$ cat config.mk
export PLATFORM = sky130hd
export DESIGN_NAME = rom_port_arbiter
export DESIGN_NICKNAME = d
export VERILOG_FILES = /design/src/rtl/rom_port_arbiter_pkg.sv /design/src/rtl/rom_grant_pick.sv /design/src/rtl/rom_port_arbiter.sv
export SDC_FILE = /design/constraint.sdc
export NUM_CORES = 1
export LEC_CHECK = 0
export ABC_AREA = 1
export BUFFER_PORTS_ARGS = -buffer_cell sky130_fd_sc_hd__clkbuf_2
export CORE_ASPECT_RATIO = 1.75
export CORE_MARGIN = 8
export CORE_UTILIZATION = 30
export DETAILED_ROUTE_END_ITERATION = 7
export GPL_TIMING_DRIVEN = 0
export HOLD_SLACK_MARGIN = 0.06
export SYNTH_ARGS = -nofsm -noshare
export SYNTH_HDL_FRONTEND = slang
export SYNTH_HIERARCHICAL = 1
export SYNTH_SLANG_ARGS = --single-unit
$ cat constraint.sdc
create_clock -name clk -period 2.11 [get_ports clk]
set_input_delay 0.5275 -clock clk [delete_from_list [all_inputs] [get_ports clk]]
set_output_delay 0.5275 -clock clk [all_outputs]
set_load 0.01 [all_outputs]
$ cat src/rtl/rom_port_arbiter_pkg.sv
// Shared constants, payload types and helpers for the ROM port arbiter.
package rom_port_arbiter_pkg;

    localparam int unsigned ADDR_W = 32;
    localparam int unsigned DATA_W = 32;

    localparam logic [ADDR_W-1:0] ROM_BOOT_BASE = 32'h0000_0000;
    localparam logic [ADDR_W-1:0] ROM_PROG_BASE = 32'h0040_0000;

    localparam logic PORT_IF = 1'b0;
    localparam logic PORT_DM = 1'b1;

    // One registered response towards a requester.
    typedef struct packed {
        logic              valid;
        logic              fault;
        logic [DATA_W-1:0] data;
    } rom_rsp_t;

    // First-fault capture record.
    typedef struct packed {
        logic              sticky;
        logic              port;
        logic [ADDR_W-1:0] addr;
    } fault_rec_t;

    // An access faults when the word address is misaligned or unmapped.
    function automatic logic addr_fault(input logic [ADDR_W-1:0] addr,
                                        input logic              accessable);
        return (addr[1:0] != 2'b00) || !accessable;
    endfunction

endpackage

$ cat src/rtl/rom_grant_pick.sv
// Combinational winner selection between the IF and DM requesters.
module rom_grant_pick (
    input  logic if_req,
    input  logic dm_req,
    input  logic starve_hit,
    output logic gnt_if,
    output logic gnt_dm
);

    // DM wins ties unless IF has been denied long enough to be forced through.
    always_comb begin
        gnt_if = if_req && (!dm_req || starve_hit);
        gnt_dm = dm_req && !gnt_if;
    end

endmodule

$ cat src/rtl/rom_port_arbiter.sv
// Two-port arbiter in front of a combinational ROM: one access per cycle,
// registered responses, IF anti-starvation and first-fault capture.
module rom_port_arbiter
    import rom_port_arbiter_pkg::*;
#(
    parameter int unsigned STARVE_LIMIT = 4
) (
    input  logic              clk,
    input  logic              reset,

    input  logic              if_req,
    input  logic [ADDR_W-1:0] if_addr,
    output logic              if_ready,
    output logic              if_valid,
    output logic [DATA_W-1:0] if_data,
    output logic              if_fault,

    input  logic              dm_req,
    input  logic [ADDR_W-1:0] dm_addr,
    output logic              dm_ready,
    output logic              dm_valid,
    output logic [DATA_W-1:0] dm_data,
    output logic              dm_fault,

    output logic [ADDR_W-1:0] rom_addr,
    input  logic [DATA_W-1:0] rom_data,
    input  logic              rom_accessable,

    input  logic              fault_clear,
    output logic              fault_sticky,
    output logic [ADDR_W-1:0] fault_addr,
    output logic              fault_port
);

    localparam int unsigned CNT_W = (STARVE_LIMIT < 1) ? 1 : $clog2(STARVE_LIMIT + 1);

    logic [CNT_W-1:0]  starve_cnt;
    logic              starve_hit;
    logic              gnt_if;
    logic              gnt_dm;
    logic              acc_if;
    logic              acc_dm;
    logic              acc_fault;
    logic [ADDR_W-1:0] acc_addr;
    rom_rsp_t          rsp_next;
    rom_rsp_t          if_rsp_q;
    rom_rsp_t          dm_rsp_q;
    fault_rec_t        flt_q;

    assign starve_hit = (starve_cnt == CNT_W'(STARVE_LIMIT));

    rom_grant_pick u_pick (
        .if_req     (if_req),
        .dm_req     (dm_req),
        .starve_hit (starve_hit),
        .gnt_if     (gnt_if),
        .gnt_dm     (gnt_dm)
    );

    // Accept qualification, ROM address mux and the response for this cycle's accept.
    always_comb begin
        acc_if   = gnt_if && !reset;
        acc_dm   = gnt_dm && !reset;
        acc_addr = '0;
        if (acc_if) begin
            acc_addr = if_addr;
        end else if (acc_dm) begin
            acc_addr = dm_addr;
        end
        acc_fault      = (acc_if || acc_dm) && addr_fault(acc_addr, rom_accessable);
        rsp_next       = '0;
        rsp_next.valid = 1'b1;
        rsp_next.fault = acc_fault;
        rsp_next.data  = acc_fault ? '0 : rom_data;
    end

    assign if_ready = acc_if;
    assign dm_ready = acc_dm;
    assign rom_addr = acc_addr;

    // Response registers: a single-cycle valid pulse per accept, cleared otherwise.
    always_ff @(posedge clk) begin
        if (reset) begin
            if_rsp_q <= '0;
            dm_rsp_q <= '0;
        end else begin
            if_rsp_q <= acc_if ? rsp_next : '0;
            dm_rsp_q <= acc_dm ? rsp_next : '0;
        end
    end

    // Count consecutive denied IF cycles, saturating at the limit.
    always_ff @(posedge clk) begin
        if (reset) begin
            starve_cnt <= '0;
        end else if (if_req && !acc_if) begin
            if (!starve_hit) begin
                starve_cnt <= starve_cnt + CNT_W'(1);
            end
        end else begin
            starve_cnt <= '0;
        end
    end

    // First-fault capture; a clear in the same cycle as a new fault re-arms and captures.
    always_ff @(posedge clk) begin
        if (reset) begin
            flt_q <= '0;
        end else if (acc_fault && (!flt_q.sticky || fault_clear)) begin
            flt_q.sticky <= 1'b1;
            flt_q.addr   <= acc_addr;
            flt_q.port   <= acc_dm ? PORT_DM : PORT_IF;
        end else if (fault_clear) begin
            flt_q.sticky <= 1'b0;
        end
    end

    assign if_valid     = if_rsp_q.valid;
    assign if_fault     = if_rsp_q.fault;
    assign if_data      = if_rsp_q.data;
    assign dm_valid     = dm_rsp_q.valid;
    assign dm_fault     = dm_rsp_q.fault;
    assign dm_data      = dm_rsp_q.data;
    assign fault_sticky = flt_q.sticky;
    assign fault_addr   = flt_q.addr;
    assign fault_port   = flt_q.port;

endmodule

==> impl_results.rst <==
.. list-table::
   :header-rows: 1

   * - Metric
     - Value
   * - Die area
     - 16720 sq um
   * - Worst voltage drop across the vdd grid
     - 0.0004471 V
   * - Worst EP arrival
     - 2160 ps
   * - Total detailed-routing wirelength
     - 16410 um
   * - Number of failing hold endpoints at the final stage
     - 0
   * - Yosys warning total
     - 6
   * - Crit. End Element
     - output pin
   * - Share of final-layout standard cells stronger than drive strength 1
     - 0.5916
   * - Power Density
     - 685.6 nW/um^2
   * - Maximum fanout count along the critical path
     - 5
   * - Slew @ Worst Pin
     - about 500 ps
   * - Synthesized-area fraction occupied by adder cells
     - 0.006560
   * - CTS Root Buffer Type
     - sky130_fd_sc_hd__clkbuf_16
   * - Maximum number of pins on one net before global-route repair
     - 21
   * - Cell repeated most along the worst path
     - sky130_fd_sc_hd__inv_2
   * - Max capacitance violation total
     - 0
   * - Highest-count cells in the layout ignoring fill and taps
     - 208 x sky130_fd_sc_hd__clkbuf_2, 117 x sky130_fd_sc_hd__nor2_1, 103 x sky130_fd_sc_hd__dfxtp_1
   * - DPL Wire Length
     - 11050 um
   * - Final cell count without fillers
     - around 1000
   * - Required @ worst endpoint
     - 1580 ps
   * - Via/cell ratio
     - between 4 and 5
   * - Launch instance of the worst min-delay path
     - rom_data[5]
   * - Nets
     - 956
   * - Category of the critical setup timing path
     - flip-flop to output pin
   * - Count of placed standard cells including taps
     - 904
   * - Share of the clock period used by the worst path after layout
     - 1.273
   * - Place WS
     - -476.9 ps
   * - Synthesized cell area
     - 3815 sq um
   * - Largest buffer count on any clock path
     - 2
   * - Core ar.
     - roughly 12000 sq um
   * - Synthesized Nets
     - between 600 and 700
   * - Count of pins on the block boundary
     - 238
   * - Width of the die
     - 101.2 um
   * - Via Count
     - 4520
   * - Fin. max-slew vios
     - 0
   * - Violations in the final reports
     - negative setup slack
   * - Cell area reported after detailed placement
     - 5424 sq um
   * - Multiplexer share of the synthesized area
     - 0
   * - Routed length per instance
     - roughly 16 um
   * - Number of iterations in the first detailed-routing pass
     - 6
   * - Achievable frequency
     - 372.3 MHz
   * - Critical-path top delay cell
     - sky130_fd_sc_hd__dfxtp_2
   * - Flop2flop setup slack
     - -560 ps
   * - Starting Density
     - 0.3069
   * - Level count of the clock H-tree
     - 3
   * - Most frequent standard cell in the layout excluding fill and tap cells
     - sky130_fd_sc_hd__clkbuf_2
   * - Buf/Inv on CP
     - 9
   * - Distinct cell type count after synthesis
     - 21
   * - Worst hold endpoint
     - dm_data[5]$_SDFF_PP0_
   * - Initial antenna violation count
     - 0
   * - RSZ-0062 raised after global routing
     - yes
   * - DRT antenna net count
     - 0
   * - R2r worst-path depth
     - 22
   * - Port buffer count
     - ~240
   * - DR iter-0 viols
     - 104
   * - Worst Skew
     - 6.858 ps
   * - Leftover overflow at the end of global routing
     - 0
   * - RR Startpoint
     - starve_cnt[1]$_SDFFE_PP0N_
   * - Final critical delay including setup and external delays
     - 2686 ps
   * - CP Cell Sequence
     - inv_2, ha_4, nand2_4, inv_6, a21boi_4, inv_2, nor2_4, inv_4, nor2_4, buf_12, buf_8, buf_12, a22oi_2, inv_2, buf_6
   * - Worst-Skew Late Latency
     - 340 ps
   * - Final weighted congestion of routability-driven global placement
     - 0.8308
   * - Post-synthesis compound-gate area fraction
     - 0.07478
   * - Basic-gate share of the synthesized area counting and, or, nand and nor cells
     - 0.2539
   * - Total routing usage reported by global routing
     - 0.1854
   * - Antenna cells
     - 0
   * - Instance count on the critical path
     - 15
   * - Startpoint type of the worst setup path
     - flip-flop
   * - TritonCTS Sinks
     - approximately 110
   * - DRC violation count after routing
     - 0
   * - Worst Hold Depth
     - 3
   * - Final setup slack of the worst path
     - -575.7 ps
   * - TritonCTS clock tree
     - built
   * - Cell family with most CP delay
     - buffers and inverters
   * - Syn_area_per_cell
     - ~7.6 sq um
   * - Crit path from
     - starve_cnt[1]$_SDFFE_PP0N_
   * - Critical R2R Capture
     - fault_addr[31]$_SDFFE_PP0P_
   * - Filler cell count
     - about 1100
   * - Largest stage delay on the critical path
     - between 300 and 400 ps
   * - Rel. slew slack
     - 0.6666
   * - Post-synthesis register bit count
     - 105
   * - Utilization after layout
     - 0.5892
   * - Clock-pin slew of the registers on the worst-case setup and hold paths
     - around 80 ps
   * - Synthesized instance count
     - 499
   * - Worst Hold Class
     - primary input to flip-flop
   * - Clock buffer count from CTS
     - 9
   * - Static power due to leakage
     - 3.955 nW
   * - Final setup violation count
     - 134
   * - Run status
     - complete, but fails checks
   * - Synth-to-layout area growth
     - 92.00%
   * - Global-route wire length before repair
     - between 20000 and 25000 um
   * - Sequential element share of the synthesized area
     - 0.5510
   * - Rows
     - 54
   * - Total Neg Setup Slack
     - -42330 ps
   * - Combinational family with the most area after synthesis
     - simple AND/OR/NAND/NOR gates
   * - Overall die height
     - 165.2 um
   * - Fraction of synthesized cell area in xor and xnor cells
     - 0.002296
   * - Design Area, Final
     - 7325 sq um
   * - Number of global-route vias before repair
     - 4893
## logic make-up after synthesis
family,after synthesis
AOI/OAI and AO/OA,40
xor gates and xnor gates,1
adders and majority gates,2
buffers and inverters,102
DFF,105
and+or+nand+nor,249
## where the power goes
part           leakage [nW]  internal (W)  switching [W]
Sequential            0.859       0.00208      0.0000417
Clock                 0.157      0.000958       0.000805
Combinational          2.94      0.000560       0.000577
## cell usage after synthesis, drive strengths merged
library cell,number,area share
xor2,1,0.0023
nand2,105,0.11
nor2,138,0.14
dfxtp,105,0.55
buf,13,0.024
ha,2,0.0066
a21boi,1,0.0030
clkbuf,11,0.011
inv,78,0.077
a21oi,6,0.0089
a22oi,30,0.059
nand3,5,0.0098
nand4,1,0.0016
o21ai,3,0.0039
## stage by stage
| step | total power (W) | hold slack [ps] |
|---|---|---|
| 5_1_grt | 0.005240 | 388.3 |
| 3_5_place_dp | 0.002911 | 446.9 |
| 2_1_floorplan | 0.002566 | 416.3 |
| 4_1_cts | 0.004949 | 391.6 |
| 3_3_place_gp | 0.002894 | 425.8 |
| 6_report | 0.005022 | 398.1 |
## how the worst max path moves through the flow
stage	end	slack (ps)
4_1_cts	rom_addr[7]	-550
3_3_place_gp	rom_addr[25]	-410
6_report	rom_addr[4]	-580
5_1_grt	rom_addr[4]	-680
2_1_floorplan	rom_addr[30]	20
3_5_place_dp	rom_addr[13]	-480
## worst register-to-register path: stages, from the launching register on
cell and delay (ps):
sky130_fd_sc_hd__dfxtp_2 330, sky130_fd_sc_hd__inv_2 70, sky130_fd_sc_hd__ha_4 130, sky130_fd_sc_hd__nand2_4 60, sky130_fd_sc_hd__inv_6 80, sky130_fd_sc_hd__inv_2 50
sky130_fd_sc_hd__a21oi_4 140, sky130_fd_sc_hd__buf_6 130, sky130_fd_sc_hd__nor2_4 40, sky130_fd_sc_hd__buf_12 120, sky130_fd_sc_hd__buf_8 120, sky130_fd_sc_hd__buf_12 130
sky130_fd_sc_hd__a22oi_2 140, sky130_fd_sc_hd__inv_2 60, sky130_fd_sc_hd__buf_4 130, sky130_fd_sc_hd__buf_4 120, sky130_fd_sc_hd__buf_4 120, sky130_fd_sc_hd__buf_4 120
sky130_fd_sc_hd__buf_4 130, sky130_fd_sc_hd__buf_4 120, sky130_fd_sc_hd__buf_4 120, sky130_fd_sc_hd__nor2_1 80, sky130_fd_sc_hd__nor2_1 40
## flip-flops by register name, summed over array words and instances, names as in the netlist
register and cells:
if_valid 1, fault_addr 32, starve_cnt 3, dm_valid 1, fault_port 1, if_fault 1
dm_data 32, fault_sticky 1, if_data 32, dm_fault 1
## what timing repair did
action                     CTS  global route
resized for setup           75           128
pin swaps                   19            12
hold buffers                 0             0
setup endpoints to repair  134           134
setup buffers               84            18
cloned                      17             0
## per-layer routing
layer / up-vias / part of all wire / wire [um] / global-route usage
met1: 2077 / 0.32 / 5224 / 0.1571
met3: 34 / 0.082 / 1351 / 0.06381
li1: 2212 / - / - / -
met4: 0 / 0.034 / 555 / 0.08793
met2: 197 / 0.57 / 9276 / 0.3665
met5: - / 0 / 0 / 0
## cell type report
type	instances	area, sq um	area share
Clock inverter	7	97.59	0.01332
Multi-Input combinational cell	295	1757	0.2398
Buffer	23	249.0	0.03399
Tap cell	168	210.2	0.02870
Sequential cell	105	2105	0.2873
Timing Repair Buffer	340	2379	0.3247
Clock buffer	9	225.2	0.03075
Inverter	78	302.8	0.04134
No activity file was read; power rests on OpenSTA's default activity.
